**src/rtl/riscv_rf_pkg.sv**
```systemverilog
// Shared constants and state encoding for the register-file operand-read controller.
package riscv_rf_pkg;

    localparam int unsigned DATA_WIDTH_DEF = 32;
    localparam int unsigned ADDR_WIDTH_DEF = 5;

    // x0 is hard-wired to zero and never tracked by the scoreboard.
    localparam int unsigned REG_ZERO = 0;

    typedef logic [0:0] rf_ctrl_state_e;

    localparam rf_ctrl_state_e IDLE = 1'b0;
    localparam rf_ctrl_state_e RESP = 1'b1;

endpackage

```
**src/rtl/riscv_rf_scoreboard.sv**
```systemverilog
// Busy-bit scoreboard: one bit per architectural register, set on issue, cleared on writeback.
module riscv_rf_scoreboard
    import riscv_rf_pkg::*;
#(
    parameter int unsigned ADDR_WIDTH = ADDR_WIDTH_DEF
) (
    input  logic                  clk_i,
    input  logic                  rst_i,
    input  logic                  set_en_i,
    input  logic [ADDR_WIDTH-1:0] set_addr_i,
    input  logic                  clr_en_i,
    input  logic [ADDR_WIDTH-1:0] clr_addr_i,
    input  logic [ADDR_WIDTH-1:0] q1_addr_i,
    output logic                  q1_busy_o,
    input  logic [ADDR_WIDTH-1:0] q2_addr_i,
    output logic                  q2_busy_o,
    input  logic [ADDR_WIDTH-1:0] qrd_addr_i,
    output logic                  qrd_busy_o
);

    localparam int unsigned NumRegs = 2 ** ADDR_WIDTH;

    logic [NumRegs-1:0] busy_q, busy_d;

    // Set is applied after clear so a same-index set/clear leaves the bit busy.
    always_comb begin
        busy_d = busy_q;
        if (clr_en_i) begin
            busy_d[clr_addr_i] = 1'b0;
        end
        if (set_en_i && (set_addr_i != ADDR_WIDTH'(REG_ZERO))) begin
            busy_d[set_addr_i] = 1'b1;
        end
        busy_d[REG_ZERO] = 1'b0;
    end

    always_ff @(posedge clk_i) begin
        if (rst_i) begin
            busy_q <= '0;
        end else begin
            busy_q <= busy_d;
        end
    end

    assign q1_busy_o  = busy_q[q1_addr_i];
    assign q2_busy_o  = busy_q[q2_addr_i];
    assign qrd_busy_o = busy_q[qrd_addr_i];

endmodule

```
**src/rtl/riscv_rf_ctrl.sv**
```systemverilog
// Operand-read controller between decode and a register file with 1-clk synchronous reads.
module riscv_rf_ctrl
    import riscv_rf_pkg::*;
#(
    parameter int unsigned DATA_WIDTH = DATA_WIDTH_DEF,
    parameter int unsigned ADDR_WIDTH = ADDR_WIDTH_DEF
) (
    input  logic                  clk_i,
    input  logic                  rst_i,
    input  logic                  req_valid_i,
    output logic                  req_ready_o,
    input  logic [ADDR_WIDTH-1:0] req_rs1_i,
    input  logic [ADDR_WIDTH-1:0] req_rs2_i,
    input  logic [ADDR_WIDTH-1:0] req_rd_i,
    input  logic                  req_rd_wen_i,
    output logic                  rsp_valid_o,
    input  logic                  rsp_ready_i,
    output logic [DATA_WIDTH-1:0] rsp_rs1_data_o,
    output logic [DATA_WIDTH-1:0] rsp_rs2_data_o,
    input  logic                  wb_valid_i,
    input  logic [ADDR_WIDTH-1:0] wb_addr_i,
    input  logic [DATA_WIDTH-1:0] wb_data_i,
    output logic                  rf_rd1_en_o,
    output logic [ADDR_WIDTH-1:0] rf_rd1_addr_o,
    output logic                  rf_rd2_en_o,
    output logic [ADDR_WIDTH-1:0] rf_rd2_addr_o,
    input  logic [DATA_WIDTH-1:0] rf_rd1_data_i,
    input  logic [DATA_WIDTH-1:0] rf_rd2_data_i,
    output logic                  rf_wr_en_o,
    output logic [ADDR_WIDTH-1:0] rf_wr_addr_o,
    output logic [DATA_WIDTH-1:0] rf_wr_data_o
);

    rf_ctrl_state_e state_q, state_d;

    logic                  zero1_q, zero1_d, zero2_q, zero2_d;
    logic                  byp1_q, byp1_d, byp2_q, byp2_d;
    logic [DATA_WIDTH-1:0] byp1_data_q, byp1_data_d, byp2_data_q, byp2_data_d;

    logic busy_rs1, busy_rs2, busy_rd;
    logic rs1_zero, rs2_zero, rd_zero;
    logic wb_hit_rs1, wb_hit_rs2, wb_hit_rd;
    logic hazard_rs1, hazard_rs2, hazard_rd;
    logic slot_free, accept, fire;

    riscv_rf_scoreboard #(
        .ADDR_WIDTH (ADDR_WIDTH)
    ) u_scoreboard (
        .clk_i      (clk_i),
        .rst_i      (rst_i),
        .set_en_i   (accept && req_rd_wen_i && !rd_zero),
        .set_addr_i (req_rd_i),
        .clr_en_i   (wb_valid_i),
        .clr_addr_i (wb_addr_i),
        .q1_addr_i  (req_rs1_i),
        .q1_busy_o  (busy_rs1),
        .q2_addr_i  (req_rs2_i),
        .q2_busy_o  (busy_rs2),
        .qrd_addr_i (req_rd_i),
        .qrd_busy_o (busy_rd)
    );

    assign rs1_zero = (req_rs1_i == ADDR_WIDTH'(REG_ZERO));
    assign rs2_zero = (req_rs2_i == ADDR_WIDTH'(REG_ZERO));
    assign rd_zero  = (req_rd_i == ADDR_WIDTH'(REG_ZERO));

    // A writeback landing this cycle resolves the hazard; its data is forwarded.
    assign wb_hit_rs1 = wb_valid_i && (wb_addr_i == req_rs1_i);
    assign wb_hit_rs2 = wb_valid_i && (wb_addr_i == req_rs2_i);
    assign wb_hit_rd  = wb_valid_i && (wb_addr_i == req_rd_i);

    assign hazard_rs1 = !rs1_zero && busy_rs1 && !wb_hit_rs1;
    assign hazard_rs2 = !rs2_zero && busy_rs2 && !wb_hit_rs2;
    assign hazard_rd  = req_rd_wen_i && busy_rd && !wb_hit_rd;

    assign rsp_valid_o = (state_q == RESP);
    assign slot_free   = (state_q == IDLE) || rsp_ready_i;
    assign req_ready_o = slot_free && !hazard_rs1 && !hazard_rs2 && !hazard_rd;
    assign accept      = req_valid_i && req_ready_o;
    assign fire        = rsp_valid_o && rsp_ready_i;

    // Reads are only enabled on accept, so the RF output holds under backpressure.
    assign rf_rd1_en_o   = accept;
    assign rf_rd1_addr_o = req_rs1_i;
    assign rf_rd2_en_o   = accept;
    assign rf_rd2_addr_o = req_rs2_i;

    assign rf_wr_en_o   = wb_valid_i && (wb_addr_i != ADDR_WIDTH'(REG_ZERO));
    assign rf_wr_addr_o = wb_addr_i;
    assign rf_wr_data_o = wb_data_i;

    always_comb begin
        state_d = state_q;
        case (state_q)
            IDLE: begin
                if (accept) begin
                    state_d = RESP;
                end
            end
            RESP: begin
                if (fire && !accept) begin
                    state_d = IDLE;
                end
            end
            default: state_d = IDLE;
        endcase
    end

    always_comb begin
        zero1_d     = zero1_q;
        zero2_d     = zero2_q;
        byp1_d      = byp1_q;
        byp2_d      = byp2_q;
        byp1_data_d = byp1_data_q;
        byp2_data_d = byp2_data_q;
        if (accept) begin
            zero1_d = rs1_zero;
            zero2_d = rs2_zero;
            byp1_d  = wb_hit_rs1 && !rs1_zero;
            byp2_d  = wb_hit_rs2 && !rs2_zero;
            if (wb_hit_rs1) begin
                byp1_data_d = wb_data_i;
            end
            if (wb_hit_rs2) begin
                byp2_data_d = wb_data_i;
            end
        end
    end

    always_ff @(posedge clk_i) begin
        if (rst_i) begin
            state_q     <= IDLE;
            zero1_q     <= 1'b0;
            zero2_q     <= 1'b0;
            byp1_q      <= 1'b0;
            byp2_q      <= 1'b0;
            byp1_data_q <= '0;
            byp2_data_q <= '0;
        end else begin
            state_q     <= state_d;
            zero1_q     <= zero1_d;
            zero2_q     <= zero2_d;
            byp1_q      <= byp1_d;
            byp2_q      <= byp2_d;
            byp1_data_q <= byp1_data_d;
            byp2_data_q <= byp2_data_d;
        end
    end

    assign rsp_rs1_data_o = zero1_q ? '0 : (byp1_q ? byp1_data_q : rf_rd1_data_i);
    assign rsp_rs2_data_o = zero2_q ? '0 : (byp2_q ? byp2_data_q : rf_rd2_data_i);

endmodule
```
**config.mk**
```make
export PLATFORM = sky130hd
export DESIGN_NAME = riscv_rf_ctrl
export DESIGN_NICKNAME = d
export VERILOG_FILES = /design/src/rtl/riscv_rf_pkg.sv /design/src/rtl/riscv_rf_scoreboard.sv /design/src/rtl/riscv_rf_ctrl.sv
export SDC_FILE = /design/constraint.sdc
export NUM_CORES = 1
export LEC_CHECK = 0
export ABC_AREA = 1
export BUFFER_PORTS_ARGS = -buffer_cell sky130_fd_sc_hd__buf_2
export CAP_MARGIN = 10
export CORE_MARGIN = 8
export CORE_UTILIZATION = 41
export DETAILED_ROUTE_END_ITERATION = 8
export PLACE_DENSITY = 0.7
export RECOVER_POWER = 25
export SYNTH_ARGS = -nofsm -noshare
export SYNTH_HDL_FRONTEND = slang
export SYNTH_SLANG_ARGS = --single-unit
```
**constraint.sdc**
```tcl
create_clock -name clk_i -period 5.6 [get_ports clk_i]
set_input_delay 0.56 -clock clk_i [delete_from_list [all_inputs] [get_ports clk_i]]
set_output_delay 0.56 -clock clk_i [all_outputs]
set_load 0.005 [all_outputs]
```
==> results.txt <==
- Status: finished, violations left
* Violations in the final reports: max-capacitance violations, max-slew violations
- Post-route fraction of the period consumed by the critical path: between 60% and 70%
- Entering global routing, the biggest net connects 67 pins.
- For the pin with the worst max-slew slack, the measured transition is about 1.9 ns.
* Yosys synthesis warning count: 0
- Global routing used between 20% and 30% of the available tracks.
- TritonCTS built the clock tree.
- The synthesized netlist occupies a cell area of approximately 7000 sq um.
- The worst setup path is captured at an output port.
- Along the worst path, the maximum fanout reaches 31.
- Top cells by area in the synthesized netlist: sky130_fd_sc_hd__dfxtp_1 29%, sky130_fd_sc_hd__nand2_1 15%, sky130_fd_sc_hd__nor2_1 10%
- Final core utilization: 47.20%
- Number of buffers inserted by port buffering: 237
- Initial cell density of the core: around 41%
- Setup repair after global routing left no endpoint under its margin.
* Seq. cell area: ~2000 sq um
- The worst-case IR drop observed on VDD is 0.2694 mV.
- Maximum root-to-sink buffer count: 2
- Final Max Slew Viols: roughly 130
- In the synthesized netlist, the number of instances is 1144.
- Clock Skews: roughly 0.011 ns
* Insertion delay to the later sink of the worst-skew pair: ~0.35 ns
- Detailed Route WL: around 25000 um
* Setup repair bufs after CTS: 0
- In the final layout, the multi-input gates occupy about 3800 sq um.
* Count of unique library cells instantiated by Yosys: 30
- Family with the most delay on the worst path: simple AND/OR/NAND/NOR gates
- Setup violations remaining at the end of the flow were counted as 0.
- Largest incremental delay on the critical path: 0.83 ns
- CTS buffer count: 9
- Gates resized during post-CTS repair numbered 0.
- Row cnt: 48
* Setup TNS after final layout: 0 ns
* Max-capacitance violation count: 2
- Class of the most critical setup path: in -> out
- The first global-routing pass estimated between 30000 and 40000 um of wire.
- In this run the worst hold path is classified as in -> reg.
- In the final design database the tool counted roughly 1400 nets.
- Synthesized net count: roughly 1300
- Summed over all layers, the global routing overflow is 0.
* Fillcell total: between 1500 and 2000
- The analysis attributes to cell leakage a power of 0.003910 uW.
- Bufs and invs on worst path: 3
* Hold buffer count at CTS: 0
- The number of endpoints with negative hold slack in the final report came to 0.
- The via count of the first global-routing pass is approximately 6900.
- In this run the power density over the cells is between 200 and 250 nW/um^2.
* Crit. Startpoint: req_rs1_i[0]
- The final route contains between 7000 and 8000 vias.
- For the worst setup path, the data arrival time is roughly 3.3 ns.
- Including well taps, the total number of placed cells is roughly 1500.
- Slowest stage cell on the critical path: sky130_fd_sc_hd__clkbuf_1
- Portion of the post-synthesis area used by sequential elements: between 20 and 30%
- After synthesis the netlist holds a flip-flop and latch count of 100.
- Level count of the clock H-tree: 3
- Top-level I/O count: around 240
- ANT nets after route: 0
* Cell Chain, Critical Path: clkbuf_1, inv_1, nand2_1, nand3_1, nand2_1, nand2_1, nand3_1, nand3_1, nand3_1, nand3_1, nor2_4, buf_2
- Wirelength per Cell: between 15 and 20 um
* Post-layout instance count excluding filler cells: between 1500 and 2000
* Dpl hpwl: roughly 18000 um
- In this run the tightest slew margin relative to its limit is -29.62%.
- Clock sinks: 100
- Clock transition time at the flip-flop clock pins of the worst setup and hold paths: around 0.07 ns
- After synthesis, the mean cell area works out to about 6.1 sq um.
* Period minus WS final: 3.823 ns
- In this run the vertical extent of the chip is 146.8 um.
- Number of detailed-routing iterations run before antenna repair: 6
- In this run the horizontal extent of the chip is between 100 and 150 um.
* Kind of start point of the critical path: primary input
- Library cell occupying the most area in the post-synthesis netlist: sky130_fd_sc_hd__dfxtp_1
- Launch instance of the worst register-to-register path: u_scoreboard.busy_q[20]$_SDFF_PP0_
* Most frequent cell on the critical path: sky130_fd_sc_hd__nand3_1
- The first routing iteration left between 500 and 600 violations.
- Data on the critical path is required at its endpoint by ~5.0 ns.
- In this run the most critical hold path is launched from wb_data_i[13].
- After detailed routing, the number of vias per cell comes to just over 5.
- Placed Instance Area: just under 8000 sq um
* Share of post-route cells with drive strength above 1: approximately a fifth
- The number of antenna diodes in the final layout is 0.
* Final estimated routing congestion in global placement: 0.9723
- The synthesized design devotes to its leading area cell type about 29% of total area.
* Root buffer cell: sky130_fd_sc_hd__clkbuf_16
- The region available for standard cell placement spans 17000 sq um.
- The die covers 21550 sq um.
- Static timing analysis puts the maximum clock frequency at 261.6 MHz.
- The area growth from synthesis to layout is 14.40%.
- Summing internal, switching and leakage power gives 1737 uW.
- Remaining DRCs: 0
- Fin area: approximately 8000 sq um
- Number of antenna violations at the first check in global routing: 0
per-stage QoR:
step | worst slack, ns | hold WS (ns)
global placement | 2.459 | 0.4963
detailed placement | 2.463 | 0.4979
global route | 1.498 | 0.4721
CTS | 2.457 | 0.4586
floorplan | 3.048 | 0.4768
finish | 1.777 | 0.4708
flip-flops by register name, indices dropped and copies added, names as in the netlist:
| name | count |
|---|---|
| zero2_q | 1 |
| byp1_q | 1 |
| zero1_q | 1 |
| byp1_data_q | 32 |
| rsp_valid_o | 1 |
| byp2_q | 1 |
| byp2_data_q | 32 |
| u_scoreboard.busy_q | 31 |
layer usage:
metal	vias up	track usage, %	routed length [um]
met2	347	36.84	11650
li1	3850	-	-
met3	63	5.444	2020
met5	-	0	0
met4	0	9.325	874
met1	3359	25.89	9981
where the power goes:
part           switching [uW]  total (uW)  internal, uW
Sequential               4.12         720           716
Combinational             212         328           117
Clock                     290         689           399
Total                     506        1740          1230
synthesized netlist by cell type:
library cell,n
sky130_fd_sc_hd__xor2_1,1
sky130_fd_sc_hd__nand2_2,1
sky130_fd_sc_hd__a31oi_1,1
sky130_fd_sc_hd__nor2_4,2
sky130_fd_sc_hd__nand4_4,2
sky130_fd_sc_hd__inv_2,2
sky130_fd_sc_hd__xnor2_1,1
sky130_fd_sc_hd__o31ai_1,1
sky130_fd_sc_hd__or2_1,2
sky130_fd_sc_hd__nand3_2,30
sky130_fd_sc_hd__buf_6,13
sky130_fd_sc_hd__nor3_1,8
sky130_fd_sc_hd__nor2_1,190
sky130_fd_sc_hd__o211ai_1,8
sky130_fd_sc_hd__nand3b_1,1
sky130_fd_sc_hd__a21oi_1,77
sky130_fd_sc_hd__clkbuf_1,35
sky130_fd_sc_hd__buf_2,15
sky130_fd_sc_hd__nor2_2,1
sky130_fd_sc_hd__nor3_2,1
sky130_fd_sc_hd__nand2_1,276
sky130_fd_sc_hd__nand4_1,3
sky130_fd_sc_hd__o22ai_1,6
sky130_fd_sc_hd__inv_1,125
sky130_fd_sc_hd__dfxtp_1,100
sky130_fd_sc_hd__nand3_1,54
sky130_fd_sc_hd__a21oi_2,29
sky130_fd_sc_hd__o21ai_0,107
sky130_fd_sc_hd__buf_4,51
sky130_fd_sc_hd__inv_6,1
path summary, 6_finish.rpt:
path	end	slack (ns)	cells after the start
setup / recovery	rf_rd2_en_o	1.78	12
hold / removal	byp1_data_q[13]$_SDFFE_PP0P_	0.47	3
setup reg to reg	u_scoreboard.busy_q[19]$_SDFF_PP0_	2.97	11
hold reg to reg	zero2_q$_SDFFE_PP0P_	0.52	2
cell type report:
class / count / share of cell area [%]
inverters: 128 / 6.051
flip-flops and latches: 100 / 24.95
clock inverters: 7 / 1.310
repair buffers: 239 / 14.19
well taps: 225 / 3.509
multi-input cells: 802 / 47.18
clock buffers: 9 / 2.807
kinds of logic (layout without fill, tap and decap cells):
family / Yosys count / after routing / share of synthesized area [%]
XOR/XNOR: 2 / 2 / 0.2498
AND/OR/NAND/NOR: 571 / 571 / 35.45
AO/OA/AOI/OAI: 229 / 229 / 18.34
buffers and inverters: 242 / 383 / 17.41
flip-flops: 100 / 100 / 28.55
worst reg2reg max path, delay by kind of cell (launching register included):
family | cells | cell delay (ns)
buffers and inverters | 1 | 0.42
AND/OR/NAND/NOR | 9 | 1.58
AO/OA/AOI/OAI | 1 | 0.15
flip-flops | 1 | 0.39
layout by cell type (no fill, tap or decap), drive strengths merged:
cell type	n
a21oi	106
a31oi	1
buf	189
bufinv	2
clkbuf	59
clkinv	1
clkinvlp	1
dfxtp	100
inv	131
nand2	277
nand3	84
nand3b	1
nand4	5
nor2	193
nor3	9
o211ai	8
o21ai	107
o22ai	6
o31ai	1
or2	2
xnor2	1
xor2	1
(Power assumes the default switching activity.)
